[config.mk]
export PLATFORM = sky130hd
export DESIGN_NAME = fifo_pair_reader
export DESIGN_NICKNAME = d
export VERILOG_FILES = /design/src/rtl/fifo_pair_reader.sv
export SDC_FILE = /design/constraint.sdc
export NUM_CORES = 1
export LEC_CHECK = 0
export CAP_MARGIN = 20
export CORE_ASPECT_RATIO = 1.2
export CORE_UTILIZATION = 39
export DETAILED_ROUTE_END_ITERATION = 16
export GPL_TIMING_DRIVEN = 0
export PLACE_DENSITY = 0.77
export RECOVER_POWER = 25
export REMOVE_ABC_BUFFERS = 1
export SETUP_SLACK_MARGIN = 0.4
export SLEW_MARGIN = 10
export SYNTH_ARGS = -nofsm -noshare
export SYNTH_HDL_FRONTEND = slang
export SYNTH_SLANG_ARGS = --single-unit
[constraint.sdc]
create_clock -name clk -period 1.4 [get_ports clk]
set_input_delay 0.14 -clock clk [delete_from_list [all_inputs] [get_ports clk]]
set_output_delay 0.14 -clock clk [all_outputs]
set_load 0.02 [all_outputs]
[src/rtl/fifo_pair_reader.sv]
`default_nettype none
// ============================================================================
//  Module      : fifo_pair_reader
//  Description : Drains a show-ahead FIFO and packs consecutive words into
//                (a, b) operand pairs. Each pair is offered on a valid/ready
//                handshake. Pairs are grouped into frames of FRAME_PAIRS, and
//                the last pair of each frame is marked.
//  Ports       : clk, rst_n       - clock, asynchronous active-low reset
//                flush            - synchronous abort of current pair/frame
//                fifo_empty/data  - show-ahead FIFO head (data valid if !empty)
//                fifo_re          - FIFO pop strobe (combinational)
//                out_valid/ready  - pair handshake
//                out_a/out_b      - older / newer word of the pair
//                out_last         - pair is the last of its frame
//                pair_count       - frame index of the pair fetched or held
//  Revision    : 1.0 - initial release
// ============================================================================
module fifo_pair_reader #(
    parameter int DATA_WIDTH  = 8,
    parameter int FRAME_PAIRS = 16,
    parameter int CNT_WIDTH   = 4
) (
    input  logic                  clk,
    input  logic                  rst_n,
    input  logic                  flush,
    input  logic                  fifo_empty,
    input  logic [DATA_WIDTH-1:0] fifo_data,
    output logic                  fifo_re,
    output logic                  out_valid,
    input  logic                  out_ready,
    output logic [DATA_WIDTH-1:0] out_a,
    output logic [DATA_WIDTH-1:0] out_b,
    output logic                  out_last,
    output logic [CNT_WIDTH-1:0]  pair_count
);

    typedef enum logic [1:0] {
        GET_A = 2'd0,
        GET_B = 2'd1,
        HOLD  = 2'd2
    } state_t;

    localparam logic [CNT_WIDTH-1:0] c_LAST_IDX = CNT_WIDTH'(FRAME_PAIRS - 1);
    localparam logic [CNT_WIDTH-1:0] c_ONE      = CNT_WIDTH'(1);

    state_t                  r_state_q,  w_state_d;
    logic [DATA_WIDTH-1:0]   r_a_q,      w_a_d;
    logic [DATA_WIDTH-1:0]   r_b_q,      w_b_d;
    logic                    r_valid_q,  w_valid_d;
    logic [CNT_WIDTH-1:0]    r_count_q,  w_count_d;
    logic                    w_fifo_re;

    // Pop strobe. In HOLD a pop only happens together with a handshake, so
    // the next pair's first word is fetched back-to-back. rst_n gates it so
    // nothing is popped while reset is held.
    always_comb begin
        w_fifo_re = 1'b0;
        if (rst_n && !flush && !fifo_empty) begin
            case (r_state_q)
                GET_A, GET_B: w_fifo_re = 1'b1;
                HOLD:         w_fifo_re = out_ready;
                default:      w_fifo_re = 1'b0;
            endcase
        end
    end

    always_comb begin
        w_state_d = r_state_q;
        w_a_d     = r_a_q;
        w_b_d     = r_b_q;
        w_valid_d = r_valid_q;
        w_count_d = r_count_q;
        if (flush) begin
            // Abandon any partial or held pair; operand registers keep
            // stale contents which are never presented as valid.
            w_state_d = GET_A;
            w_valid_d = 1'b0;
            w_count_d = '0;
        end else begin
            case (r_state_q)
                GET_A: begin
                    if (!fifo_empty) begin
                        w_a_d     = fifo_data;
                        w_state_d = GET_B;
                    end
                end
                GET_B: begin
                    if (!fifo_empty) begin
                        w_b_d     = fifo_data;
                        w_valid_d = 1'b1;
                        w_state_d = HOLD;
                    end
                end
                HOLD: begin
                    // out_valid is always set in HOLD, so out_ready alone
                    // completes the handshake.
                    if (out_ready) begin
                        w_count_d = (r_count_q == c_LAST_IDX) ? '0 : (r_count_q + c_ONE);
                        w_valid_d = 1'b0;
                        if (!fifo_empty) begin
                            w_a_d     = fifo_data;
                            w_state_d = GET_B;
                        end else begin
                            w_state_d = GET_A;
                        end
                    end
                end
                default: begin
                    w_state_d = GET_A;
                    w_valid_d = 1'b0;
                end
            endcase
        end
    end

    always_ff @(posedge clk or negedge rst_n) begin
        if (!rst_n) begin
            r_state_q <= GET_A;
            r_a_q     <= '0;
            r_b_q     <= '0;
            r_valid_q <= 1'b0;
            r_count_q <= '0;
        end else begin
            r_state_q <= w_state_d;
            r_a_q     <= w_a_d;
            r_b_q     <= w_b_d;
            r_valid_q <= w_valid_d;
            r_count_q <= w_count_d;
        end
    end

    assign fifo_re    = w_fifo_re;
    assign out_valid  = r_valid_q;
    assign out_a      = r_a_q;
    assign out_b      = r_b_q;
    assign pair_count = r_count_q;
    // Derived from registered state only, so it clears with the async reset.
    assign out_last   = r_valid_q && (r_count_q == c_LAST_IDX);

endmodule
`default_nettype wire

==> results, run 1 <==
- The number of hold violations in the final report came to 23.
- The maximum level of the CTS H-tree is 1.
- The max-slew headroom at the worst pin is 61.5%.
- The die is 59.0 um tall.
- The final core area utilization is 66.4%.
- After detailed routing, the average wire length per cell comes to 14.7 um.
- The final number of max-transition violations is 0.
- The count of distinct cell types in the synthesized netlist is 23.
- Detailed placement ended at an HPWL of 1470 um.
- The post-route netlist has 56.9% of its cells at a drive strength greater than 1.
- The switching power share of the total is 30.7%.
- The signal arrival time at the worst endpoint is 1.75 ns.
- The most common library cell in the layout ignoring fill and taps is sky130_fd_sc_hd__buf_6.
- The antenna diode count is 0.
- The fraction of power consumed by combinational cells is 39.1%.
- The setup slack on the worst flop-to-flop path is -0.14 ns.
- The total number of vias is 794.
- The cell count after synthesis came out at 76.
- The worst-case IR drop observed on VDD is 951 uV.
- The power per standard cell area is 1150 mW/mm^2.
- The synthesized netlist occupies a cell area of 0.00105 mm^2.
- Setup repair after global routing could not meet its margin everywhere.
- The upper clock frequency limit is 0.649 GHz.
- The area growth from synthesis to final layout is 60.7%.
- The biggest fanout along the worst timing path is 8.
- The final reports fail on hold timing, setup timing.
- The floorplan step set the die width to 49.5 um.
- The internal power is 0.00135 W.
- The total of endpoints with negative setup slack in the final report is 12.
- Global routing consumed, on the met2 layer, 29.2% of the routing resources.
- The critical setup path kind is reg2reg.
- The endpoint identified for the worst register-to-register timing path is out_a[7].
- The wire length of the first global-routing pass is 3600 um.
- For the worst-skew pair, the clock arrives at the later sink with an insertion delay of 0.31 ns.
- The DRC violation total after the first TritonRoute iteration is 7.
- The synthesized design devotes to its leading area cell type 54.6% of total area.
- STA classifies the critical path startpoint as a flip-flop.
- The worst register-to-register path begins at r_state_q[0].
- The transition at the pin with the smallest max-transition slack is 0.578 ns.
- Clock-pin slew was measured on the worst setup and hold paths at 0.13 ns.
- After synthesis the netlist holds a flip-flop and latch count of 23.
- The post-layout total power is 0.00195 W.
- The top cell types in the final layout, fill and taps aside, are 30 x sky130_fd_sc_hd__buf_6, 21 x sky130_fd_sc_hd__dfrtp_1, 16 x sky130_fd_sc_hd__mux2_4.
- In the post-route analysis, the smallest setup slack over all paths is -0.141 ns.
- The number of global-route vias before repair came to 786.
- The synthesized design spends more area on one cell type than any other, namely sky130_fd_sc_hd__dfrtp_1.
- In this run the count of I/O pins placed on the die edge is 36.
- The clock tree buffer depth is 2.
- The clock tree from TritonCTS is done.
- The initialized floorplan defines 20 standard-cell rows.
- At the worst endpoint, the required time is 1.60 ns.
- The average size of a mapped cell is 13.9 um^2.
- The number of detailed-route iterations in the first pass is 4.
- The number of nets still failing antenna checks after routing is 0.
- The met3 demand-to-capacity share in global routing is 3.33%.
- The final global-route overflow total is 0.
- The most congested layer reported by global routing is met2.
- The nature of the critical path endpoint is a flip-flop.
- The run finished, with violations left.
- The final weighted congestion in routability-driven placement is 0.731.
- Across the routed clock network, the largest skew measured is 0.00522 ns.
- The area enclosed by the die boundary is 0.00292 mm^2.
- The initial core utilization is 41.3%.
- The pin count of the biggest net entering global routing is 25.
- CTS placed an instance of sky130_fd_sc_hd__clkbuf_4 at the clock tree root.
- The share of total power dissipated in sequential elements is 45.1%.
- The portion of the post-synthesis area used by sequential elements is 54.6%.
- The total number of clock tree sinks is 23.
- The share of power burned in the clock network is 15.8%.
- The core box area is 0.00255 mm^2.
- After detailed routing, the number of vias per cell comes to 4.87.
- The count of yosys warnings during synthesis is 0.
- Wires add up to 2400 um.
- The share of the clock period used by the worst path is 110%.
- The number of buffers created by CTS is 3.
- After detailed routing, the number of remaining DRC violations is 0.
- Yosys attributes the largest share of cell area to sky130_fd_sc_hd__dfrtp_1 55%, sky130_fd_sc_hd__mux2_4 11%, sky130_fd_sc_hd__mux2_2 8.5%.
- The launch point of the critical path is r_state_q[0].
- The type of the worst min-delay path is in2async.
- Across all hold checks on the routed design, the worst slack comes to -0.102 ns.
- The analysis attributes to cell leakage a power of 0.814 nW.
- Port buffering added 35 buffers.
- Global routing consumed, over all layers together, 16.6% of the routing resources.
- The post-route minimum period is 1.54 ns.
- For this run, global-route usage on met1 was measured as 20.3%.
- The number of nets in the layout is 145.
- For the worst flop-to-flop path, the logic depth is 2.
- The initial antenna violation count came to 0.
- Across the run, the number of max-cap violations was 0.
- In this run the power spent charging and discharging nets is 0.000598 W.
per-layer routing:
metal / routed length [um] / part of all wire [%]
met5: 0 / 0
met4: 6 / 0.25
met3: 118 / 4.9
met2: 1280 / 53
met1: 990 / 41
power by group through the flow:
stage	registers (W)	logic, W	clock network [W]
3_5_place_dp	0.000864	0.000631	0
5_1_grt	0.000890	0.000803	0.000340
4_1_cts	0.000877	0.000735	0.000317
6_report	0.000879	0.000763	0.000308
3_3_place_gp	0.000859	0.000621	0
2_1_floorplan	0.00100	0.000163	0
sequential cells by signal (all words and copies together) (netlist names):
signal      cells
out_a           8
out_b           8
out_valid       1
pair_count      4
r_state_q       2
through the flow:
stage	setup WS [ns]	hold slack [ns]	setup TNS (ns)	instance area, um^2	std cells
2_1_floorplan	-0.146	-0.156	-1.35	1020	72
3_3_place_gp	-0.961	0.491	-9.99	1410	140
3_5_place_dp	-0.985	0.495	-11.39	1410	140
5_1_grt	-0.159	-0.0637	-1.71	1700	163
4_1_cts	-0.219	-0.0857	-2.01	1600	157
6_report	-0.141	-0.102	-1.09	1700	163
cells in the mapped netlist:
| library cell | count |
|---|---|
| sky130_fd_sc_hd__clkbuf_1 | 1 |
| sky130_fd_sc_hd__or4_4 | 1 |
| sky130_fd_sc_hd__mux2i_1 | 1 |
| sky130_fd_sc_hd__xor2_1 | 2 |
| sky130_fd_sc_hd__o21ai_0 | 3 |
| sky130_fd_sc_hd__a21oi_1 | 5 |
| sky130_fd_sc_hd__nor4b_4 | 1 |
| sky130_fd_sc_hd__and3_1 | 1 |
| sky130_fd_sc_hd__and4_1 | 1 |
| sky130_fd_sc_hd__or3_2 | 1 |
| sky130_fd_sc_hd__ha_1 | 1 |
| sky130_fd_sc_hd__buf_6 | 3 |
| sky130_fd_sc_hd__nand3b_1 | 2 |
| sky130_fd_sc_hd__nand4b_1 | 2 |
| sky130_fd_sc_hd__nor2_1 | 7 |
| sky130_fd_sc_hd__dfrtp_1 | 23 |
| sky130_fd_sc_hd__nor2b_4 | 1 |
| sky130_fd_sc_hd__mux2_2 | 8 |
| sky130_fd_sc_hd__nor3b_1 | 1 |
| sky130_fd_sc_hd__inv_1 | 1 |
| sky130_fd_sc_hd__mux2_4 | 8 |
| sky130_fd_sc_hd__or3_1 | 1 |
| sky130_fd_sc_hd__nand2_1 | 1 |
worst max-delay path by stage:
stage | to | slack (ns) | cells past startpoint
after floorplan | out_a[0] | -0.15 | 3
after global placement | fifo_re | -0.96 | 3
after detailed placement | fifo_re | -0.99 | 3
after CTS | out_a[5] | -0.22 | 3
after global routing | out_a[7] | -0.16 | 2
final | out_a[7] | -0.14 | 2
cells by family after synthesis:
| kind of cell | count (synthesis) | share of synthesized area [%] |
|---|---|---|
| flip-flops | 23 | 54.6 |
| AND/OR/NAND/NOR | 20 | 14.0 |
| multiplexers | 17 | 20.9 |
| AO/OA/AOI/OAI | 8 | 3.80 |
| buffers and inverters | 5 | 3.91 |
| XOR/XNOR | 2 | 1.66 |
| adder cells (fa/ha/maj) | 1 | 1.19 |
layout make-up:
| type | count | area, um^2 |
|---|---|---|
| tap | 33 | 41.3 |
| multi-input combinational | 48 | 497 |
| clock inverter | 1 | 5.00 |
| timing repair buffer | 54 | 548 |
| clock buffer | 3 | 22.5 |
| sequential | 23 | 578 |
| inverter | 1 | 3.75 |
| fill | 193 | 857 |
what timing repair did:
item | 4_1_cts | 5_1_grt
setup endpoints to repair | 69 | 46
setup buffers | 13 | 6
hold endpoints to repair | 23 | 23
pin swaps | 4 | 10
resized for setup | 154 | 14
critical path, stage by stage, from the launching register on:
cell and delay, ns:
sky130_fd_sc_hd__dfrtp_2 0.46, sky130_fd_sc_hd__or4_4 0.64, sky130_fd_sc_hd__mux2_4 0.34
No activity file was read; power rests on OpenSTA's default activity.
==> run 2: changes to the inputs <==
- PLACE_DENSITY: 0.77 -> 0.74
- clock period: 1.4 -> 1.79 ns (I/O delays scaled with it)
==> results, run 2 (synthesis gave the netlist of run 1 again) <==
- The worst ir drop on vdd came to 631 uV (was 951 uV).
- The critical setup path kind is reg2reg (unchanged).
- Unrepaired setup endpoints after global routing: true (unchanged).
- The final worst clock skew was 0.00345 ns (was 0.00522 ns).
- The antenna diode count is 0 (unchanged).
- The share of post-route cells with drive strength above 1 is 33.6% (was 56.9%).
- The number of detailed-route iterations in the first pass is 4 (unchanged).
- The number of nets in the layout came to 137 (was 145).
- The max-slew headroom at the worst pin was 61.0% (was 61.5%).
- The DRC violation total after the first TritonRoute iteration came to 7 (unchanged).
- The type of element launching the critical path is a flip-flop (unchanged).
- The worst hold slack was -0.0529 ns (was -0.102 ns).
- The final global-route overflow total was 0 (unchanged).
- The maximum level of the CTS H-tree came to 1 (unchanged).
- The total wirelength of the detailed-routed design is 2120 um (was 2400 um).
- The clock tree from TritonCTS is done (unchanged).
- The core box area came to 0.00255 mm^2 (unchanged).
- The final number of max-transition violations was 0 (unchanged).
- The clock root buffer master is sky130_fd_sc_hd__clkbuf_4 (unchanged).
- The total number of clock tree sinks is 23 (unchanged).
- The via-per-instance ratio came to 4.79 (was 4.87).
- The biggest fanout along the worst timing path came to 8 (unchanged).
- The remaining design rule violation count is 0 (unchanged).
- The post-route minimum period came to 1.55 ns (was 1.54 ns).
- The count of input and output buffers came to 35 (unchanged).
- Leading cell types in the layout, fill and taps excluded: 22 x sky130_fd_sc_hd__dlygate4sd2_1, 21 x sky130_fd_sc_hd__dfrtp_1, 16 x sky130_fd_sc_hd__mux2_4 (was 30 x sky130_fd_sc_hd__buf_6, 21 x sky130_fd_sc_hd__dfrtp_1, 16 x sky130_fd_sc_hd__mux2_4).
- The share of the clock period used by the worst path is 86.8% (was 110%).
- The required time of the critical path is 1.99 ns (was 1.60 ns).
- The total of endpoints with negative setup slack in the final report came to 0 (was 12).
- The launch point of the critical path is r_state_q[1] (was r_state_q[0]).
- The initial core utilization is 41.3% (unchanged).
- The most common library cell in the layout ignoring fill and taps is sky130_fd_sc_hd__dlygate4sd2_1 (was sky130_fd_sc_hd__buf_6).
- The number of violations of the max-capacitance limit is 0 (unchanged).
- The type of the worst min-delay path is in2async (unchanged).
- The clock-pin transition on the worst setup and hold timing paths was 0.13 ns (about the same).
- The number of hold violations in the final report is 23 (unchanged).
- The upper clock frequency limit is 0.644 GHz (was 0.649 GHz).
- The launch point of the worst reg-to-reg path is r_state_q[1] (was r_state_q[0]).
- The final weighted congestion in routability-driven placement is 0.755 (was 0.731).
- The nature of the critical path endpoint is a flip-flop (unchanged).
- The area enclosed by the die boundary is 0.00292 mm^2 (unchanged).
- The initial antenna violation count is 0 (unchanged).
- The die height is 59.0 um (unchanged).
- The number of buffers created by CTS was 3 (unchanged).
- The wire length per cell is 13.7 um (was 14.7 um).
- The HPWL after detailed placement is 1400 um (was 1470 um).
- The total number of vias came to 743 (was 794).
- The number of cells after detailed placement is 140 (unchanged).
- The signal arrival time at the worst endpoint is 1.75 ns (about the same).
- The overall die width is 49.5 um (unchanged).
- Violated checks: hold timing (was hold timing, setup timing).
- The transition at the pin with the smallest max-transition slack is 0.585 ns (was 0.578 ns).
- The clock latency reported for the late side of the worst-skew pair is 0.30 ns (was 0.31 ns).
- The power per standard cell area is 892 mW/mm^2 (was 1150 mW/mm^2).
- The leakage power total is 0.755 nW (was 0.814 nW).
- The post-layout total power is 0.00137 W (was 0.00195 W).
- The number of global-route vias before repair is 793 (was 786).
- The site row count is 20 (unchanged).
- The number of top-level design ports is 36 (unchanged).
- The non-filler instance count after layout is 155 (was 163).
- The clock tree buffer depth came to 2 (unchanged).
- The overall fraction of global-route tracks in use is 15.8% (was 16.6%).
- The pin count of the biggest net entering global routing was 25 (unchanged).
- The area growth from synthesis to final layout was 45.2% (was 60.7%).
- Outcome: finished with violations (unchanged).
- The wire length of the first global-routing pass came to 3530 um (was 3600 um).
- The number of nets still failing antenna checks after routing is 0 (unchanged).
## run 2: changes by cell type in the layout (fill, tap and decap cells not counted), sizes merged
| cell | change |
|---|---|
| buf | -30 |
| dlymetal6s2s | -1 |
| clkdlybuf4s15 | +1 |
| clkbuf | +1 |
| dlygate4sd2 | +21 |
## run 2: layout make-up
class | count | area [um^2]
Clock buffer | 3 | 22.5
Clock inverter | 1 | 5.00
Fill cell | 235 | 1020
Inverter | 1 | 3.75
Multi-Input combinational cell | 48 | 470
Sequential cell | 23 | 578
Tap cell | 33 | 41.3
Timing Repair Buffer | 46 | 410
## run 2: final timing paths
| kind | endpoint | slack (ns) | cells after the start |
|---|---|---|---|
| max in group asynchronous | r_state_q[1] | 1.43 | 1 |
| max | out_a[6] | 0.24 | 3 |
| min in group clk | pair_count[2] | 0.41 | 2 |
| min reg2reg | out_b[6] | 0.52 | 1 |
| max reg2reg | out_a[6] | 0.24 | 3 |
| min | pair_count[3] | -0.05 | 1 |
## run 2: stage by stage
step,TNS (ns),setup WS [ns],area [um^2],util [%],hold WS [ns]
2_1_floorplan,0,0.244,1020,-,-0.117
3_3_place_gp,-3.92,-0.666,1410,55.2,0.493
3_5_place_dp,-4.41,-0.692,1410,55.2,0.495
4_1_cts,0,0.215,1510,59.1,-0.0361
5_1_grt,0,0.208,1530,60.0,-0.0121
6_report,0,0.236,1530,60.0,-0.0529
## run 2: critical path, cell delays in order, from the launching register on
cell and delay [ns]:
sky130_fd_sc_hd__dfrtp_2 0.44, sky130_fd_sc_hd__nor2b_4 0.13, sky130_fd_sc_hd__or4_4 0.54, sky130_fd_sc_hd__mux2_4 0.34
## run 2: layer usage
layer	part of all wire, %	wire [um]	track usage (%)	vias up
li1	-	-	-	359
met1	44	944	20.6	355
met2	49	1040	28.4	29
met3	6.3	134	2.56	0
met4	0	0	2.45	0
met5	0	0	0	-
## run 2: timing repair
item / CTS / global route
endpoints found under the hold margin: 23 / 23
endpoints found under the setup margin: 39 / 19
setup buffers: 8 / 3
resized for setup: 45 / 4
cloned: 0 / 0
pin swaps: 1 / 2
## run 2: power breakdown
group | switching, W | total [W] | leakage, nW | internal [W]
Combinational | 0.000222 | 0.000468 | 0.454 | 0.000246
Clock | 0.000152 | 0.000235 | 0.0177 | 0.0000832
Sequential | 0.0000508 | 0.000663 | 0.284 | 0.000612
Total | 0.000425 | 0.00137 | 0.755 | 0.000941
